==> src/rtl/program_counter_stack.sv <==
// Program counter with a circular hardware return-address stack: increment, relative branch,
// absolute load, call and return. Optional sticky overflow/underflow flags via PC_STACK_ERR_EN.
module program_counter_stack #(
   parameter int               WIDTH       = 16,
   parameter int               OFFSET_W    = 9,
   parameter int               DEPTH       = 8,
   parameter logic [WIDTH-1:0] RESET_VALUE = '0
) (
   input  logic                    Clock,
   input  logic                    nReset,
   input  logic                    Stall,
   input  logic                    LoadEnable,
   input  logic [WIDTH-1:0]        LoadValue,
   input  logic                    OffsetEnable,
   input  logic [OFFSET_W-1:0]     Offset,
   input  logic                    Call,
   input  logic                    Return,
   output logic [WIDTH-1:0]        CounterValue,
   output logic [WIDTH-1:0]        ReturnAddr,
   output logic [$clog2(DEPTH):0]  StackDepth,
   output logic                    StackEmpty,
`ifdef PC_STACK_ERR_EN
   output logic [1:0]              StackError,
   input  logic                    ErrorClear,
`endif
   output logic                    StackFull
);

   localparam int                 PTR_W      = $clog2(DEPTH);
   localparam int                 DEPTH_W    = PTR_W + 1;
   localparam logic [DEPTH_W-1:0] FULL_DEPTH = DEPTH_W'(DEPTH);

   logic [WIDTH-1:0]   r_stack [DEPTH];
   logic [PTR_W-1:0]   r_sp;
   logic [DEPTH_W-1:0] r_depth;
   logic [WIDTH-1:0]   r_pc;

   logic [WIDTH-1:0]   w_pc_inc;
   logic [WIDTH-1:0]   w_pc_next;
   logic [WIDTH-1:0]   w_offset_ext;
   logic [WIDTH-1:0]   w_top;
   logic               w_empty;
   logic               w_full;
   logic               w_do_ret;
   logic               w_do_call;

   assign w_pc_inc     = r_pc + WIDTH'(1);
   assign w_offset_ext = WIDTH'($signed(Offset));
   // The pointer addresses the next free slot, so the top entry sits one below it.
   assign w_top        = r_stack[r_sp - PTR_W'(1)];
   assign w_empty      = (r_depth == '0);
   assign w_full       = (r_depth == FULL_DEPTH);
   // A Return on an empty stack degrades to increment; Return always suppresses Call.
   assign w_do_ret     = Return && !w_empty;
   assign w_do_call    = Call && !Return;

   assign CounterValue = r_pc;
   assign StackDepth   = r_depth;
   assign StackEmpty   = w_empty;
   assign StackFull    = w_full;
   assign ReturnAddr   = w_empty ? '0 : w_top;

   // NOTE: every signal driven here gets a default first so no latch is inferred.
   always_comb begin
      w_pc_next = w_pc_inc;
      if (Return) begin
         if (!w_empty) w_pc_next = w_top;
      end else if (Call || LoadEnable) begin
         w_pc_next = LoadValue;
      end else if (OffsetEnable) begin
         w_pc_next = r_pc + w_offset_ext;
      end
   end

   // NOTE: sequential state uses non-blocking assignments so all registers update together.
   always_ff @(posedge Clock) begin
      if (!nReset) begin
         r_pc    <= RESET_VALUE;
         r_sp    <= '0;
         r_depth <= '0;
      end else if (!Stall) begin
         r_pc <= w_pc_next;
         if (w_do_ret) begin
            r_sp    <= r_sp - PTR_W'(1);
            r_depth <= r_depth - DEPTH_W'(1);
         end else if (w_do_call) begin
            r_sp <= r_sp + PTR_W'(1);
            if (!w_full) r_depth <= r_depth + DEPTH_W'(1);
         end
      end
   end

   // NOTE: the stack RAM has no reset; depth and pointer alone define which entries are valid.
   always_ff @(posedge Clock) begin
      if (nReset && !Stall && w_do_call) r_stack[r_sp] <= w_pc_inc;
   end

`ifdef PC_STACK_ERR_EN
   logic [1:0] r_err;

   assign StackError = r_err;

   always_ff @(posedge Clock) begin
      if (!nReset) begin
         r_err <= '0;
      end else if (!Stall) begin
         if (ErrorClear) r_err <= '0;
         else            r_err <= r_err | {Return && w_empty, w_do_call && w_full};
      end
   end
`endif

endmodule
==> config.mk <==
export PLATFORM = sky130hd
export DESIGN_NAME = program_counter_stack
export DESIGN_NICKNAME = d
export VERILOG_FILES = /design/src/rtl/program_counter_stack.sv
export SDC_FILE = /design/constraint.sdc
export NUM_CORES = 1
export LEC_CHECK = 0
export ABC_AREA = 1
export CORE_MARGIN = 2
export CORE_UTILIZATION = 53
export DETAILED_ROUTE_END_ITERATION = 10
export PLACE_DENSITY = 0.87
export REMOVE_ABC_BUFFERS = 1
export SYNTH_ARGS = -nofsm -noshare
export SYNTH_HDL_FRONTEND = slang
export SYNTH_SLANG_ARGS = --single-unit
==> constraint.sdc <==
create_clock -name Clock -period 2.4 [get_ports Clock]
set_input_delay 0.24 -clock Clock [delete_from_list [all_inputs] [get_ports Clock]]
set_output_delay 0.24 -clock Clock [all_outputs]
set_load 0.02 [all_outputs]
==> reports/metrics.yaml, run 1 <==
setup_violations: 7
synth_cell_type_count: 40
maxSlewViolCount: 0
clock-root-buffer: "clkbuf_16"
final_net_count: 1069
finalNonFillerCells: 1213
start_util_pct: 54.46
violations: "negative setup slack"
rsz0062_at_grt: "true"
grt_pass1_wl_um: 39560
min_from: "StackDepth[3]$_SDFFE_PN0P_"
status: "finished with violations"
worstSetupPathType: "reg2out"
synth.area.top_cells: "edfxtp_1 (48%), nand2_1 (8.1%), dfxtp_1 (5.8%)"
fillerInstances: 987
fin_ws_ns: -0.08265
wirelength_um: 25760
min_path_cells: 1
grtUsageTotal_pct: 32.26
tightest_slew_ns: 0.7781
holdPathEnd: "StackDepth[3]$_SDFFE_PN0P_"
cts.path.max_buffers: 2
grt_max_degree: 66
critPathLaunchType: "flip-flop"
fmax_mhz: 402.8
muxShareOfSynthArea_pct: 0
vias_per_cell: 6.141
gp_congestion: 0.9116
holdCritPathClass: "reg2reg"
worstSkewPairLatency_ns: 0.43
hold_ws_ns: 0.4904
grt_overflow_total: 0
power.density_cell_area_nw_per_um2: 814.4
r2r-end: "CounterValue[8]$_SDFFE_PN0N_"
min_period_ns: 2.483
layout_common_cells: "nand2_1 (173), edfxtp_1 (128), nor2_1 (107)"
die_x_um: 126.7
yosys.area_share.simple_pct: 19.34
clkTransAtPathRegs_ns: 0.06
drc: 0
synth-seq-cells: 151
wire_per_inst_um: 21.23
num_vias: 7449
num_rows: 44
synth_fa_ha_area_share_pct: 3.483
end_kind: "primary output"
synthesis.area_um2: 7975
drt_iter0_drc: 1027
ys_seq_area_share_pct: 53.97
dp_hpwl_um: 14670
antenna_left: 0
ios: 70
area_growth_pct: 29.16
synth_top_cell_area_share_pct: 48.20
antenna_cells: 0
reg2reg_slack_ns: 0.12
ff_latch_area_um2: 4309
peakVddDrop_mv: 0.5678
cp.required_ns: 2.16
ys_warn_count: 0
arrival_ns: 2.24
dieArea_um2: 16050
relSlewSlack_pct: 47.95
die_h_um: 126.7
dr.pass1.iters: 7
syn_avg_cell_area_um2: 9.052
antenna_found_initial: 0
cts_max_level: 4
r2r_cells: 10
multi_input_area_um2: 3242
max_cap_viol_count: 0
cts_tree: "done"
io_buffers: 69
r2r-start: "CounterValue[1]$_SDFFE_PN0N_"
cts_buffers: 17
fin_crit_sh_pct: 103.4
drive_gt1_share_pct: 17.88
synth_xor_area_share_pct: 1.914
fin_skew_ns: 0.01084
synth_top_area_cell: "edfxtp_1"
first_global_vias: 7220
mostFrequentLayoutCell: "nand2_1"
p_leak_nw: 4.254
hold_viol: 0
clock_sinks: 151
path_max_fanout: 6
place_inst: 1157
syn_inst: 881
synth_top_family_by_area: "simple AND/OR/NAND/NOR gates"
synth_compound_area_share_pct: 14.81
core_um2: 14640
layer usage:
metal  wire, µm  global-route usage, %
met1       9116                  40.47
met2      12530                  54.59
met3       2818                  5.820
met4       1298                  15.26
met5          0                      0
layout make-up:
type / instances / area share (%)
clock buffers: 18 / 4.166
clock inverters: 14 / 2.235
inverters: 91 / 3.413
multi-input cells: 600 / 31.47
flip-flops and latches: 151 / 41.83
well taps: 184 / 2.235
repair buffers: 155 / 14.65
worst max-delay path, cell delays in order, from the launching register on:
cell and delay (ns):
dfxtp_4 0.37, inv_4 0.04, ha_4 0.39, inv_8 0.07
buf_4 0.16, nor2_1 0.18, o21ai_0 0.14, o21ai_1 0.14
o211ai_1 0.12, inv_1 0.07, buf_4 0.13
flip-flops by register name, indices dropped and copies added (netlist names):
name and flops:
r_sp 3, StackDepth 4, r_stack 128, CounterValue 16
synth_stat cells:
cell and instances:
nor3_4 2, buf_1 1, nand2_1 173, xor2_2 4
a21oi_1 48, nor3_1 8, ha_1 19, dfxtp_1 23
inv_2 8, nand3b_1 3, o22ai_1 14, nand2_4 2
clkbuf_1 21, o21ai_0 84, a211oi_1 2, xor2_1 6
nor2_4 2, and2_1 2, nor2_1 109, nor3b_2 1
or2_0 1, o21bai_2 1, fa_1 2, buf_4 3
nand2_2 4, inv_1 83, nor4_1 1, nand4_4 1
o221ai_1 5, buf_2 14, a21oi_4 1, a21oi_2 3
nand4_1 6, nor2_2 2, edfxtp_1 128, o211ai_1 30
o21ai_1 19, nand3_2 1, xnor2_1 4, nand3_1 40
cell families (layout without fill, tap and decap cells):
kind of cell | count (synthesis) | after routing
flip-flops | 151 | 151
buffers and inverters | 130 | 278
XOR/XNOR | 14 | 14
AO/OA/AOI/OAI | 207 | 207
AND/OR/NAND/NOR | 358 | 358
adder cells (fa/ha/maj) | 21 | 21
per-stage QoR:
stage               setup TNS, ns  util, %  total power, mW  instance area, µm²  setup slack, ns
global placement                0    63.61            4.945                9315        0.0002764
global route              -0.9210    70.34            8.617               10300          -0.1518
finish                    -0.1959    70.34            8.390               10300         -0.08265
detailed placement        -0.3665    63.61            4.998                9315         -0.07939
CTS                     -0.001706    69.34            8.137               10150        -0.001706
floorplan                 -139.29        -            4.095                7800           -2.055
worst max path at each step:
stage,slack [ns],cells after the start,start,end
2_1_floorplan,-2.06,6,r_sp[0]$_SDFFE_PN0P_,ReturnAddr[2]
3_5_place_dp,-0.08,9,r_sp[1]$_SDFFE_PN0P_,ReturnAddr[4]
5_1_grt,-0.15,10,r_sp[0]$_SDFFE_PN0P_,ReturnAddr[7]
3_3_place_gp,0.0003,14,Offset[8],CounterValue[15]$_SDFFE_PN0N_
4_1_cts,-0.002,8,r_sp[0]$_SDFFE_PN0P_,ReturnAddr[1]
6_report,-0.08,10,r_sp[0]$_SDFFE_PN0P_,ReturnAddr[7]
what timing repair did:
action,4_1_cts,5_1_grt
resized for setup,75,50
endpoints found under the setup margin,17,16
pin swaps,16,24
gates cloned,3,2
hold buffers,0,0
buffers inserted,11,9
power by group:
part           leakage [nW]  internal, mW  switching (mW)
combinational          2.58         0.955            1.39
clock                 0.313          1.94            1.12
sequential             1.36          2.93          0.0581
Power figures use the tool's default switching activity.
==> run 2, diff against run 1 <==
--- a/config.mk
+++ b/config.mk
@@ -11,6 +11,7 @@
 export DETAILED_ROUTE_END_ITERATION = 10
 export PLACE_DENSITY = 0.87
 export REMOVE_ABC_BUFFERS = 1
+export SLEW_MARGIN = 0
 export SYNTH_ARGS = -nofsm -noshare
 export SYNTH_HDL_FRONTEND = slang
 export SYNTH_SLANG_ARGS = --single-unit
==> results of run 2 <==
No change in the layout: final DEF, timing and power equal those of run 1.
==> run 3, diff against run 2 <==
--- a/config.mk
+++ b/config.mk
@@ -6,7 +6,6 @@
 export NUM_CORES = 1
 export LEC_CHECK = 0
 export ABC_AREA = 1
-export CORE_MARGIN = 2
 export CORE_UTILIZATION = 53
 export DETAILED_ROUTE_END_ITERATION = 10
 export PLACE_DENSITY = 0.87
==> reports/metrics.yaml, run 3 (synthesis results as in run 1) <==
hold_viol: 0  # unchanged
total_power_mw: 7.857  # was 8.390 mW
clock-root-buffer: "clkbuf_16"  # unchanged
antenna_cells: 0  # unchanged
clock_sinks: 151  # unchanged
path_buf_inv: 5  # unchanged
cts_hold_buffers: 0  # unchanged
cts_tree: "done"  # unchanged
worstSkewPairLatency_ns: 0.42  # was 0.43 ns
p_leak_nw: 4.109  # was 4.254 nW
first_global_vias: 6594  # was 7220
critPathLaunchType: "flip-flop"  # unchanged
crit_chain: "inv_2 -> ha_4 -> buf_12 -> buf_4 -> nor2_1 -> o21ai_1 -> o211ai_1 -> o211ai_1 -> inv_1 -> buf_2"  # was inv_4 -> ha_4 -> inv_8 -> buf_4 -> nor2_1 -> o21ai_0 -> o21ai_1 -> o211ai_1 -> inv_1 -> buf_4
max_cap_viol_count: 0  # unchanged
crit_top_cell: "o211ai_1"  # was buf_4
gp_congestion: 0.9047  # was 0.9116
antenna_found_initial: 0  # unchanged
vias_per_cell: 5.903  # was 6.141
min_period_ns: 2.354  # was 2.483 ns
relSlewSlack_pct: 46.42  # was 47.95%
place_ws_ns: -0.04125  # was -0.07939 ns
end_kind: "primary output"  # unchanged
cts_buffers: 17  # unchanged
wirelength_um: 22190  # was 25760 µm
cts_max_level: 4  # unchanged
drt_iter0_drc: 618  # was 1027
worstSetupPathType: "reg2out"  # unchanged
grt_max_degree: 69  # was 66
clkTransAtPathRegs_ns: 0.06  # about the same
dr.pass1.iters: 6  # was 7
grt_pass1_wl_um: 34040  # was 39560 µm
cp.depth: 10  # unchanged
grt_overflow_total: 0  # unchanged
switching_share_pct: 29.97  # was 30.54%
largest_register_ffs: 128  # unchanged
ios: 70  # unchanged
antenna_left: 0  # unchanged
path_max_fanout: 12  # was 6
final_net_count: 1058  # was 1069
core_um2: 14590  # was 14640 µm²
cp.required_ns: 2.16  # about the same
area_growth_pct: 25.27  # was 29.16%
fin_ws_ns: 0.04569  # was -0.08265 ns
arrival_ns: 2.11  # was 2.24 ns
status: "complete, no violations"  # was finished with violations
mostFrequentLayoutCell: "nand2_1"  # unchanged
utilization_pct: 68.48  # was 70.34%
fin_crit_sh_pct: 98.10  # was 103.4%
die_x_um: 124.7  # was 126.7 µm
p_seq_share_pct: 38.1  # was 35.6%
grtUsageTotal_pct: 28.31  # was 32.26%
internal-power_mw: 5.502  # was 5.827 mW
tightest_slew_ns: 0.8010  # was 0.7781 ns
fin_skew_ns: 0.01187  # was 0.01084 ns
top_register: "r_stack"  # unchanged
crit_slowest_cell: "dfxtp_2"  # was ha_4
drive_gt1_share_pct: 15.73  # was 17.88%
layout_common_cells: "nand2_1 (173), edfxtp_1 (128), nor2_1 (109)"  # was nand2_1 (173), edfxtp_1 (128), nor2_1 (107)
io_buffers: 69  # unchanged
fmax_mhz: 424.8  # was 402.8 MHz
rsz0062_at_grt: "true"  # unchanged
die_h_um: 124.7  # was 126.7 µm
fillerInstances: 1055  # was 987
drc: 0  # unchanged
r2r_cells: 13  # was 10
dp_hpwl_um: 14410  # was 14670 µm
combPwrFrac_pct: 26.5  # was 27.9%
num_rows: 44  # unchanged
crit_family: "buffers and inverters"  # unchanged
maxSlewViolCount: 0  # unchanged
power.density_cell_area_nw_per_um2: 786.5  # was 814.4 nW/µm²
wire_per_inst_um: 18.48  # was 21.23 µm
max_stage_delay_ns: 0.34  # was 0.39 ns
hold_ws_ns: 0.4790  # was 0.4904 ns
min_path_cells: 1  # unchanged
fin_setup_tns_ns: 0  # was -0.1959 ns
start_util_pct: 54.67  # was 54.46%
cts.path.max_buffers: 2  # unchanged
num_vias: 7089  # was 7449
power.clock.fraction_pct: 35.4  # was 36.4%
switching_power_mw: 2.355  # was 2.562 mW
dieArea_um2: 15540  # was 16050 µm²
holdCritPathClass: "reg2reg"  # unchanged
peakVddDrop_mv: 0.6737  # was 0.5678 mV
setup_violations: 0  # was 7
## run 3: worst register-to-register path, delay by kind of cell (launching register included)
kind            cells  cell delay (ns)
buf+inv             6             0.74
compound gates      4             0.57
flops               1             0.34
fa+ha+maj           1             0.33
simple gates        2             0.14
## run 3: area by class of cell
cell class,instances,area [µm²],area share [%]
timing repair buffer,144,1305,13.06
clock buffer,18,429.2,4.296
clock inverter,13,181.4,1.816
inverter,91,344.1,3.444
tap,184,230.2,2.304
sequential,151,4307,43.11
multi-input combinational,600,3194,31.97
## run 3: path summary, 6_finish.rpt
check | from | endpoint | slack (ns)
max | r_sp[1]$_SDFFE_PN0P_ | ReturnAddr[13] | 0.05
min | StackDepth[3]$_SDFFE_PN0P_ | StackDepth[3]$_SDFFE_PN0P_ | 0.48
max reg2reg | r_sp[1]$_SDFFE_PN0P_ | CounterValue[9]$_SDFFE_PN0N_ | 0.21
min reg2reg | StackDepth[3]$_SDFFE_PN0P_ | StackDepth[3]$_SDFFE_PN0P_ | 0.48
## run 3: what timing repair did
| item | CTS | global route |
|---|---|---|
| setup buffers | 7 | 5 |
| endpoints found under the setup margin | 16 | 16 |
| resized for setup | 38 | 35 |
| endpoints found under the hold margin | 0 | 0 |
| pin swaps | 10 | 14 |
## run 3: per-stage QoR
stage | instance area (µm²) | cells
after floorplan | 7800 | 842
after global placement | 9310 | 1158
after detailed placement | 9310 | 1158
after CTS | 9983 | 1196
after global routing | 9991 | 1201
final | 9991 | 1201
## run 3: per-layer routing
metal	part of all wire, %	GRT usage [%]	vias up
met5	0	0	-
met1	39	36.49	3330
met3	8.7	4.940	70
met4	3.8	11.91	0
li1	-	-	3276
met2	48	47.09	413
## run 3: power groups by stage
stage	Clock (mW)	Sequential [mW]	Combinational [mW]
finish	2.78	2.99	2.08
detailed placement	0	3.04	1.98
global placement	0	3.04	1.93
CTS	2.78	2.99	2.01
global route	2.89	3.00	2.25
floorplan	0	3.10	0.999
